[src/rtl/switch_allocator_wh_pkg.sv]
// Shared NoC router parameters and switch-allocator types.
// The optional SA_PERF_CNT_EN build of switch_allocator_wh uses these types too.
package switch_allocator_wh_pkg;

  localparam int unsigned PORT_NUM  = 5;
  localparam int unsigned VC_NUM    = 2;
  localparam int unsigned VC_SIZE   = (VC_NUM > 1) ? $clog2(VC_NUM) : 1;
  localparam int unsigned PORT_SIZE = (PORT_NUM > 1) ? $clog2(PORT_NUM) : 1;

  typedef logic [PORT_SIZE-1:0] port_t;
  typedef logic [VC_SIZE-1:0]   vc_t;

  // Wormhole ownership of one output port.
  typedef struct packed {
    logic  valid;
    port_t in;
    vc_t   vc;
  } sa_lock_t;

  // Increment an index modulo n.
  function automatic int unsigned wrap_inc(input int unsigned idx, input int unsigned n);
    return (idx + 1 >= n) ? 0 : idx + 1;
  endfunction

endpackage

[src/rtl/switch_allocator_wh_if.sv]
// Request/grant bundle between the input VC buffers, the allocator and the crossbar.
interface switch_allocator_wh_if;
  import switch_allocator_wh_pkg::*;

  logic  [PORT_NUM-1:0][VC_NUM-1:0]    req;
  port_t [PORT_NUM-1:0][VC_NUM-1:0]    out_port;
  logic  [PORT_NUM-1:0][VC_NUM-1:0]    is_tail;
  logic  [PORT_NUM-1:0]                out_ready;
  logic  [PORT_NUM-1:0]                valid_sel;
  logic  [PORT_NUM-1:0][VC_SIZE-1:0]   vc_sel;
  logic  [PORT_NUM-1:0]                xbar_valid;
  logic  [PORT_NUM-1:0][PORT_SIZE-1:0] xbar_sel;

  // Requester side (input block / crossbar control).
  modport master (
    output req, out_port, is_tail, out_ready,
    input  valid_sel, vc_sel, xbar_valid, xbar_sel
  );

  // Allocator side.
  modport slave (
    input  req, out_port, is_tail, out_ready,
    output valid_sel, vc_sel, xbar_valid, xbar_sel
  );

endinterface

[src/rtl/switch_allocator_wh_rr_arbiter.sv]
// Combinational round-robin arbiter: first requester at or after ptr wins.
module rr_arbiter #(
  parameter  int unsigned N  = 2,
  localparam int unsigned IW = (N > 1) ? $clog2(N) : 1
) (
  input  logic [N-1:0]  req,
  input  logic [IW-1:0] ptr,
  output logic [N-1:0]  grant,
  output logic [IW-1:0] grant_idx,
  output logic          any_grant
);

  logic [IW-1:0] cand;

  // Scan requesters in rotating order from the pointer.
  always_comb begin
    grant     = '0;
    grant_idx = '0;
    any_grant = 1'b0;
    cand      = '0;
    for (int unsigned k = 0; k < N; k++) begin
      cand = IW'((32'(ptr) + k) % N);
      if (!any_grant && req[cand]) begin
        any_grant   = 1'b1;
        grant_idx   = cand;
        grant[cand] = 1'b1;
      end
    end
  end

endmodule

[src/rtl/switch_allocator_wh.sv]
// Separable input-first switch allocator with wormhole output locking.
// Optional SA_PERF_CNT_EN adds per-output grant and conflict counters.
module switch_allocator_wh
  import switch_allocator_wh_pkg::*;
(
  input  logic                         clk,
  input  logic                         rst,
  switch_allocator_wh_if.slave         sa
`ifdef SA_PERF_CNT_EN
  ,
  output logic [PORT_NUM-1:0][31:0]    grant_cnt,
  output logic [PORT_NUM-1:0][31:0]    conflict_cnt
`endif
);

  sa_lock_t [PORT_NUM-1:0]                lock;
  logic     [PORT_NUM-1:0][VC_SIZE-1:0]   in_ptr;
  logic     [PORT_NUM-1:0][PORT_SIZE-1:0] out_ptr;

  logic     [PORT_NUM-1:0][VC_NUM-1:0]    elig;
  port_t                                  el_o;

  logic     [PORT_NUM-1:0][VC_NUM-1:0]    s1_gnt;
  logic     [PORT_NUM-1:0][VC_SIZE-1:0]   s1_idx;
  logic     [PORT_NUM-1:0]                s1_any;
  port_t    [PORT_NUM-1:0]                s1_tgt;
  logic     [PORT_NUM-1:0]                s1_tail;

  logic     [PORT_NUM-1:0][PORT_NUM-1:0]  s2_req;   // [output][input]
  logic     [PORT_NUM-1:0][PORT_NUM-1:0]  s2_gnt;   // [output][input]
  logic     [PORT_NUM-1:0][PORT_SIZE-1:0] s2_idx;
  logic     [PORT_NUM-1:0]                s2_any;

  logic     [PORT_NUM-1:0]                vs_c;
  port_t    [PORT_NUM-1:0]                g_in;
  vc_t      [PORT_NUM-1:0]                g_vc;
  logic     [PORT_NUM-1:0]                g_tail;

  // VC eligibility: ready request, credit on target, and output free or owned by this VC.
  always_comb begin
    elig = '0;
    el_o = '0;
    for (int unsigned i = 0; i < PORT_NUM; i++) begin
      for (int unsigned v = 0; v < VC_NUM; v++) begin
        el_o = sa.out_port[i][v];
        elig[i][v] = !rst && sa.req[i][v] && (32'(el_o) < PORT_NUM) && sa.out_ready[el_o] &&
                     (!lock[el_o].valid ||
                      (lock[el_o].in == PORT_SIZE'(i) && lock[el_o].vc == VC_SIZE'(v)));
      end
    end
  end

  // Stage 1: one VC per input.
  for (genvar gi = 0; gi < PORT_NUM; gi++) begin : g_s1
    rr_arbiter #(.N(VC_NUM)) u_arb (
      .req       (elig[gi]),
      .ptr       (in_ptr[gi]),
      .grant     (s1_gnt[gi]),
      .grant_idx (s1_idx[gi]),
      .any_grant (s1_any[gi])
    );
  end

  // Stage-1 winner's target output and tail flag; build stage-2 request matrix.
  always_comb begin
    s1_tgt  = '0;
    s1_tail = '0;
    s2_req  = '0;
    for (int unsigned i = 0; i < PORT_NUM; i++) begin
      s1_tgt[i]  = sa.out_port[i][s1_idx[i]];
      s1_tail[i] = |(s1_gnt[i] & sa.is_tail[i]);
    end
    for (int unsigned o = 0; o < PORT_NUM; o++) begin
      for (int unsigned i = 0; i < PORT_NUM; i++) begin
        s2_req[o][i] = s1_any[i] && (s1_tgt[i] == PORT_SIZE'(o));
      end
    end
  end

  // Stage 2: one input per output; stage-1 losers simply wait.
  for (genvar go = 0; go < PORT_NUM; go++) begin : g_s2
    rr_arbiter #(.N(PORT_NUM)) u_arb (
      .req       (s2_req[go]),
      .ptr       (out_ptr[go]),
      .grant     (s2_gnt[go]),
      .grant_idx (s2_idx[go]),
      .any_grant (s2_any[go])
    );
  end

  // Grant outputs and per-output view of the winning input/VC.
  always_comb begin
    vs_c          = '0;
    sa.vc_sel     = '0;
    sa.xbar_valid = '0;
    sa.xbar_sel   = '0;
    g_in          = '0;
    g_vc          = '0;
    g_tail        = '0;
    for (int unsigned o = 0; o < PORT_NUM; o++) begin
      vs_c = vs_c | s2_gnt[o];
      if (s2_any[o]) begin
        sa.xbar_valid[o] = 1'b1;
        sa.xbar_sel[o]   = s2_idx[o];
      end
      g_in[o]   = s2_idx[o];
      g_vc[o]   = s1_idx[s2_idx[o]];
      g_tail[o] = s1_tail[s2_idx[o]];
    end
    for (int unsigned i = 0; i < PORT_NUM; i++) begin
      if (vs_c[i]) sa.vc_sel[i] = s1_idx[i];
    end
    sa.valid_sel = vs_c;
  end

  // Pointer and lock update; pointers only advance on grants to unlocked outputs.
  always_ff @(posedge clk or posedge rst) begin
    if (rst) begin
      in_ptr  <= '0;
      out_ptr <= '0;
      lock    <= '0;
    end else begin
      for (int unsigned o = 0; o < PORT_NUM; o++) begin
        if (s2_any[o]) begin
          if (!lock[o].valid) begin
            out_ptr[o]       <= PORT_SIZE'(wrap_inc(32'(g_in[o]), PORT_NUM));
            in_ptr[g_in[o]]  <= VC_SIZE'(wrap_inc(32'(g_vc[o]), VC_NUM));
          end
          if (g_tail[o]) lock[o] <= '0;
          else           lock[o] <= '{valid: 1'b1, in: g_in[o], vc: g_vc[o]};
        end
      end
    end
  end

`ifdef SA_PERF_CNT_EN
  // Saturating grant / stage-2 conflict counters per output.
  always_ff @(posedge clk or posedge rst) begin
    if (rst) begin
      grant_cnt    <= '0;
      conflict_cnt <= '0;
    end else begin
      for (int unsigned o = 0; o < PORT_NUM; o++) begin
        if (s2_any[o] && grant_cnt[o] != '1) grant_cnt[o] <= grant_cnt[o] + 32'd1;
        if ($countones(s2_req[o]) > 1 && conflict_cnt[o] != '1)
          conflict_cnt[o] <= conflict_cnt[o] + 32'd1;
      end
    end
  end
`else
  // Allocation only; no counter state in this build.
`endif

  // Grant consistency: one input per output, grant points back at a matching VC.
  for (genvar go = 0; go < PORT_NUM; go++) begin : g_chk
    assert property (@(posedge clk) disable iff (rst) $countones(s2_gnt[go]) <= 1);
    assert property (@(posedge clk) disable iff (rst)
      sa.xbar_valid[go] |-> (sa.valid_sel[sa.xbar_sel[go]] &&
        sa.out_port[sa.xbar_sel[go]][sa.vc_sel[sa.xbar_sel[go]]] == PORT_SIZE'(go)));
  end

  // Each granted input feeds exactly one output.
  assert property (@(posedge clk) disable iff (rst)
    $countones(sa.valid_sel) == $countones(sa.xbar_valid));

endmodule

[src/flat_wrapper.sv]
// flat-port wrapper written by rule: the top's interface ports become plain ports
module switch_allocator_wh_flat import switch_allocator_wh_pkg::*;
  (clk, rst, sa_req, sa_out_port, sa_is_tail, sa_out_ready, sa_valid_sel, sa_vc_sel, sa_xbar_valid, sa_xbar_sel);
  switch_allocator_wh_if sa_i ();
  input  logic clk;
  input  logic rst;
  input wire logic [$bits(sa_i.req)-1:0] sa_req;
  input wire logic [$bits(sa_i.out_port)-1:0] sa_out_port;
  input wire logic [$bits(sa_i.is_tail)-1:0] sa_is_tail;
  input wire logic [$bits(sa_i.out_ready)-1:0] sa_out_ready;
  output wire logic [$bits(sa_i.valid_sel)-1:0] sa_valid_sel;
  output wire logic [$bits(sa_i.vc_sel)-1:0] sa_vc_sel;
  output wire logic [$bits(sa_i.xbar_valid)-1:0] sa_xbar_valid;
  output wire logic [$bits(sa_i.xbar_sel)-1:0] sa_xbar_sel;
  assign sa_i.req = sa_req;
  assign sa_i.out_port = sa_out_port;
  assign sa_i.is_tail = sa_is_tail;
  assign sa_i.out_ready = sa_out_ready;
  assign sa_valid_sel = sa_i.valid_sel;
  assign sa_vc_sel = sa_i.vc_sel;
  assign sa_xbar_valid = sa_i.xbar_valid;
  assign sa_xbar_sel = sa_i.xbar_sel;
  switch_allocator_wh u_core (.clk(clk), .rst(rst), .sa(sa_i));
endmodule
[config.mk]
export PLATFORM = sky130hd
export DESIGN_NAME = switch_allocator_wh_flat
export DESIGN_NICKNAME = d
export VERILOG_FILES = /design/src/rtl/switch_allocator_wh_pkg.sv /design/src/rtl/switch_allocator_wh_if.sv /design/src/rtl/switch_allocator_wh_rr_arbiter.sv /design/src/rtl/switch_allocator_wh.sv /design/src/flat_wrapper.sv
export SDC_FILE = /design/constraint.sdc
export NUM_CORES = 1
export LEC_CHECK = 0
export BUFFER_PORTS_ARGS = -buffer_cell sky130_fd_sc_hd__buf_2
export CAP_MARGIN = 5
export CORE_ASPECT_RATIO = 1.75
export CORE_MARGIN = 2
export CORE_UTILIZATION = 54
export DETAILED_ROUTE_END_ITERATION = 16
export PLACE_DENSITY = 0.75
export SLEW_MARGIN = 10
export SYNTH_ARGS = -nofsm -noshare
export SYNTH_HDL_FRONTEND = slang
export SYNTH_HIERARCHICAL = 1
export SYNTH_SLANG_ARGS = --single-unit
[constraint.sdc]
create_clock -name clk -period 16.9 [get_ports clk]
set_clock_uncertainty 0.05 [all_clocks]
set_input_delay 0.845 -clock clk [delete_from_list [all_inputs] [get_ports clk]]
set_output_delay 0.845 -clock clk [all_outputs]
set_load 0.03 [all_outputs]
Yosys cells after proc, flatten, opt, wreduce, memory -nomap -nowiden --
Cells that the tools add are included.
Cells by class: add/subtract/negate cells 35, $mul 0, div/mod/pow operators 25, $lt $le $gt $ge 115, eq/ne operators 28, shift operators 0, mux-type cells 370, bitwise logic cells 44, reduce and logical (&&, ||, !) cells 203
Operators by type and width (number):
- $mod A32 B3 Y32 const B | 20
- $mux W5 | 50
- $mux W1 | 165
- $lt A3 B4 Y1 const B | 40
- $mod A3 B3 Y32 const B | 5
- $bmux W5 S3 | 10
- $logic_and A1 B1 Y1 | 140
- $bmux W1 S3 | 45
- $mux W3 | 45
- $or A5 B5 Y5 | 24
- $demux W1 S3 | 30
- $ge A3 B1 Y1 const B | 30
- $eq A3 B2 Y1 const B | 14
- $add A3 B1 Y4 const B | 10
- $add A3 B2 Y4 const B | 10
- $logic_not A1 Y1 | 36
- $lt A1 B2 Y1 const B | 15
- $lt A3 B3 Y1 const B | 10
- $bwmux W5 | 5
- $eq A3 B1 Y1 const B | 7
- $eq A3 B3 Y1 const B | 7
- $logic_not A3 Y1 | 7
- $add A3 B3 Y4 const B | 5
- $ge A4 B3 Y1 const B | 5
- other kinds (12) | 85
Storage, ports and cells: register bits 45, latch bits 0, RAM bits 0, ROM bits 0, bits of input ports 57, output and inout bits 30, word-level logic and storage cells 845, memories kept 0

Logic depth before layout (Yosys ltp) --
depth after elaboration 51, gate-level depth with buffers 28, gate-level depth less buffers 24

Modules after synthesis --
The synthesis kept the hierarchy.
By module, submodules not included:
- switch_allocator_wh | instances 1, cells each 691, area each 4944.7 µm²
- rr_arbiter at u_core.g_s2[2].u_arb ... | instances 2, cells each 286, area each 2057.0 µm²
- rr_arbiter at u_core.g_s2[1].u_arb | instances 1, cells each 274, area each 2006.9 µm²
- rr_arbiter at u_core.g_s2[4].u_arb | instances 1, cells each 256, area each 1856.8 µm²
- rr_arbiter at u_core.g_s2[0].u_arb | instances 1, cells each 236, area each 1819.2 µm²
- rr_arbiter at u_core.g_s1[0].u_arb ... | instances 5, cells each 5, area each 32.5 µm²

Least setup slack after synthesis --
No wires, ideal clock.
path type in2out, start point in rst, end point out sa_vc_sel[2], arrival time 6.310 ns, data required time 16.005 ns, setup slack 9.695 ns, stages 21, buffers on the path 5, cell sequence clkbuf_1 -> inv_1 -> nand3_1 -> a311oi_1 -> a21boi_0 -> clkbuf_1 -> nand2_1 -> o21ai_0 -> and4_1 -> clkbuf_1 -> mux2i_1 -> mux4_2 -> o32a_1 -> buf_4 -> o2111ai_2 -> buf_4 -> nor2_1 -> or4_1 -> nor3_1 -> nand2_1 -> and2_1
RTL lines:
- start: declaration | line flat_wrapper.sv:6 | input logic rst;
- end: declaration | line flat_wrapper.sv:12 | output wire logic [$bits(sa_i.vc_sel)-1:0] sa_vc_sel;

==> reports/metrics.yaml <==
routing:
  wl_um: 52880
  ant_nets: 0
  vias_per_cell: 6.869
  first_pass_iters: 6
  vias: 16670
  drc: 0
  avgRoutedWirePerCell_um: 21.80
  drtIter0Drc: 1367
sta:
  worstMarginPinSlew_ns: 1.228
  finalHoldViolCount: 0
  slew_viol_final: 0
  rsz0062_at_grt: "false"
  setup_tns_ns: 0
  setup_violations: 0
  max_freq_mhz: 126.6
  finalWorstPathRequiredPeriod_ns: 7.899
  period_share_pct: 46.74
  slew_headroom_pct: 17.74
synthesis:
  synth_top_family_by_area: "compound AO/OA/AOI/OAI gates"
  synthAdderAreaFrac_pct: 10.53
  yosys.cell_types.count: 123
  synth_edf_count: 0
  synth-xor-area-share_pct: 3.014
  syn_avg_cell_area_sq_um: 7.256
  synth_simple_gate_area_share_pct: 28.79
  synthesis.nets: 2234
  ys_ff_latch: 45
  ys_async_sr_fraction_pct: 100.0
  synth.yosys.seq_area_share_pct: 7.555
  synth_mux_area_share_pct: 7.975
  synthFlopType: "dfrtp_1"
  yosys_warnings: 6
  syn-cell-area_sq_mm: 0.01490
  synth-compound-area-share_pct: 34.60
  syn_inst: 2054
clock_network:
  cts_tree: "built"
  insertion_delay_ns: 0.30
  cts_sinks: 45
  clockBufferDepth: 2
  h-tree-depth: 2
  postCtsSetupRepairBufs: 0
  post_cts_resized: 0
  cts-root-buf: "clkbuf_16"
  cts_buffers: 5
  clk_pin_slew_worst_paths_ns: 0.08
  cts_hold_buf: 0
cells_and_area:
  num-fill-cells: 2678
  finalNetCount: 2236
  fin_area_sq_mm: 0.01555
  regArea_sq_mm: 0.001126
  area_growth_pct: 4.324
  antennaDiodeCount: 0
  layout-drive-gt1-share_pct: 12.54
  multi_input_area_sq_mm: 0.01266
  post_layout_nonfiller_instances: 2426
place:
  hpwl_um: 41940
  dpl_cell_area_sq_mm: 0.01537
  gp_congestion: 1.062
  port_buffers: 86
  dp_cells: 2417
critical_path:
  critPathLaunchType: "flip-flop"
  ff2ff_path_depth: 22
  crit_type: "reg2out"
  required_ns: 16.01
  crit_fanout: 15
  reg2reg_to: "u_core/in_ptr[3]$_DFF_PP0_"
  cp_data_arrival_time_ns: 7.00
  r2r_slack_ns: 9.45
  end_kind: "output pin"
  timing.rr.start: "u_core/lock[5]$_DFFE_PP0P_"
floorplan:
  die_x_um: 129.6
  die_area_sq_mm: 0.02900
  io-pin-count: 87
  rows: 80
  initial_core_util_pct: 54.74
  die_h_um: 223.8
  core_sq_mm: 0.02723
run_status:
  status: "finished, final reports clean"
job:
  drv_cap: 0
global_route:
  grt_max_degree: 49
  grt_pass1_wl_um: 81790
  grt_remaining_overflow: 0
  antenna_found_initial: 0
  first_global_vias: 15930
  track_usage_pct: 35.04
hold_path:
  holdCritStartpoint: "u_core/lock[10]$_DFFE_PP0P_"
  hold-path-endpoint: "u_core/lock[10]$_DFFE_PP0P_"
  hold_path.class: "reg2reg"
  holdPathStages: 2
==> Yosys cell counts, types with 21 or more instances <==
cell type | n | area, sq um
a211oi_1 | 23 | 172.7
a21boi_0 | 21 | 157.7
a21oi_1 | 92 | 460.4
a31oi_1 | 37 | 231.5
and2_1 | 23 | 143.9
and3_1 | 25 | 156.4
buf_2 | 27 | 135.1
clkbuf_1 | 56 | 210.2
dfrtp_1 | 45 | 1126
ha_1 | 119 | 1489
inv_1 | 137 | 514.2
mux2_2 | 25 | 281.5
mux2i_1 | 60 | 600.6
nand2_1 | 174 | 653.1
nand2b_1 | 56 | 350.3
nand3_1 | 66 | 330.3
nor2_1 | 174 | 653.1
nor2b_1 | 39 | 244.0
nor3_1 | 72 | 360.4
nor3b_1 | 24 | 180.2
o211ai_1 | 24 | 180.2
o21ai_0 | 101 | 505.5
o22ai_1 | 31 | 193.9
o31ai_1 | 30 | 225.2
or3_1 | 23 | 143.9
xnor2_1 | 25 | 219.0
==> layout by cell type, fill, tap and decap left out, drive strengths merged, types with 39 or more instances in the layout <==
cell / count
nand3: 66
nor2b: 39
buf: 104
mux2i: 66
nor2: 176
nand2: 174
ha: 119
a21oi: 104
dfrtp: 45
a31oi: 39
inv: 152
o21ai: 104
nand2b: 56
nor3: 73
==> cell type report <==
type                            instances  share of cell area, %
Multi-Input combinational cell       1749                  81.40
Sequential cell                        45                  7.242
Inverter                              151                  3.645
Timing Repair Buffer                  104                  3.621
Tap cell                              369                  2.969
Clock buffer                            5                 0.8047
Clock inverter                          3                 0.3138
==> per-layer routing <==
| metal | GRT usage [%] | share of wire, % | wire length [um] |
|---|---|---|---|
| met3 | 4.586 | 6.6 | 3505 |
| met2 | 63.44 | 50 | 26260 |
| met5 | 0 | 0 | 0 |
| met4 | 25.11 | 8.7 | 4615 |
| met1 | 36.18 | 35 | 18500 |
==> worst max-delay path: stages, from the launching register on <==
cell,delay (ns)
dfrtp_1,0.62
nand3b_1,0.17
o21ai_0,0.23
a32o_1,0.23
a2111oi_0,0.11
a2111oi_0,0.68
a21boi_1,0.24
buf_4,0.29
mux2i_1,0.38
nand3_1,0.33
nor2b_1,0.77
inv_1,0.15
mux4_2,0.51
o21ai_0,0.31
a21oi_1,0.25
nand4bb_1,0.22
o2111ai_1,0.17
nor3_1,0.50
nand2_1,0.16
and2_1,0.18
buf_2,0.17
==> worst max-delay path by stage <==
stage,from,endpoint
final,u_core/lock[5]$_DFFE_PP0P_,sa_vc_sel[1]
after global routing,u_core/out_ptr[10]$_DFFE_PP0P_,sa_xbar_sel[9]
after CTS,rst,sa_xbar_sel[9]
after detailed placement,rst,sa_xbar_sel[9]
after global placement,rst,sa_xbar_sel[1]
after floorplan,rst,sa_vc_sel[2]
==> registers in the layout, summed over array words and instances (netlist names) <==
| signal | count |
|---|---|
| u_core/lock | 25 |
| u_core/out_ptr | 15 |
| u_core/in_ptr | 5 |
==> through the flow <==
step	setup slack (ns)	utilization, %	hold WS, ns
6_report	9.001	57.11	0.5265
5_1_grt	8.683	57.11	0.5633
4_1_cts	8.905	57.08	0.5227
3_5_place_dp	8.922	56.44	0.5058
3_3_place_gp	9.138	56.44	0.5085
2_1_floorplan	9.695	-	0.4674
==> cell families (layout without fill, tap and decap cells) <==
group / count (synthesis) / in the layout
buf+inv: 260 / 263
simple gates: 811 / 811
xor+xnor: 38 / 38
fa+ha+maj: 123 / 123
flops: 45 / 45
compound gates: 678 / 678
mux: 99 / 99
Power is left out: the tool's default activity adds up to more than one toggle a clock period on the data nets, which glitch-free logic cannot reach.
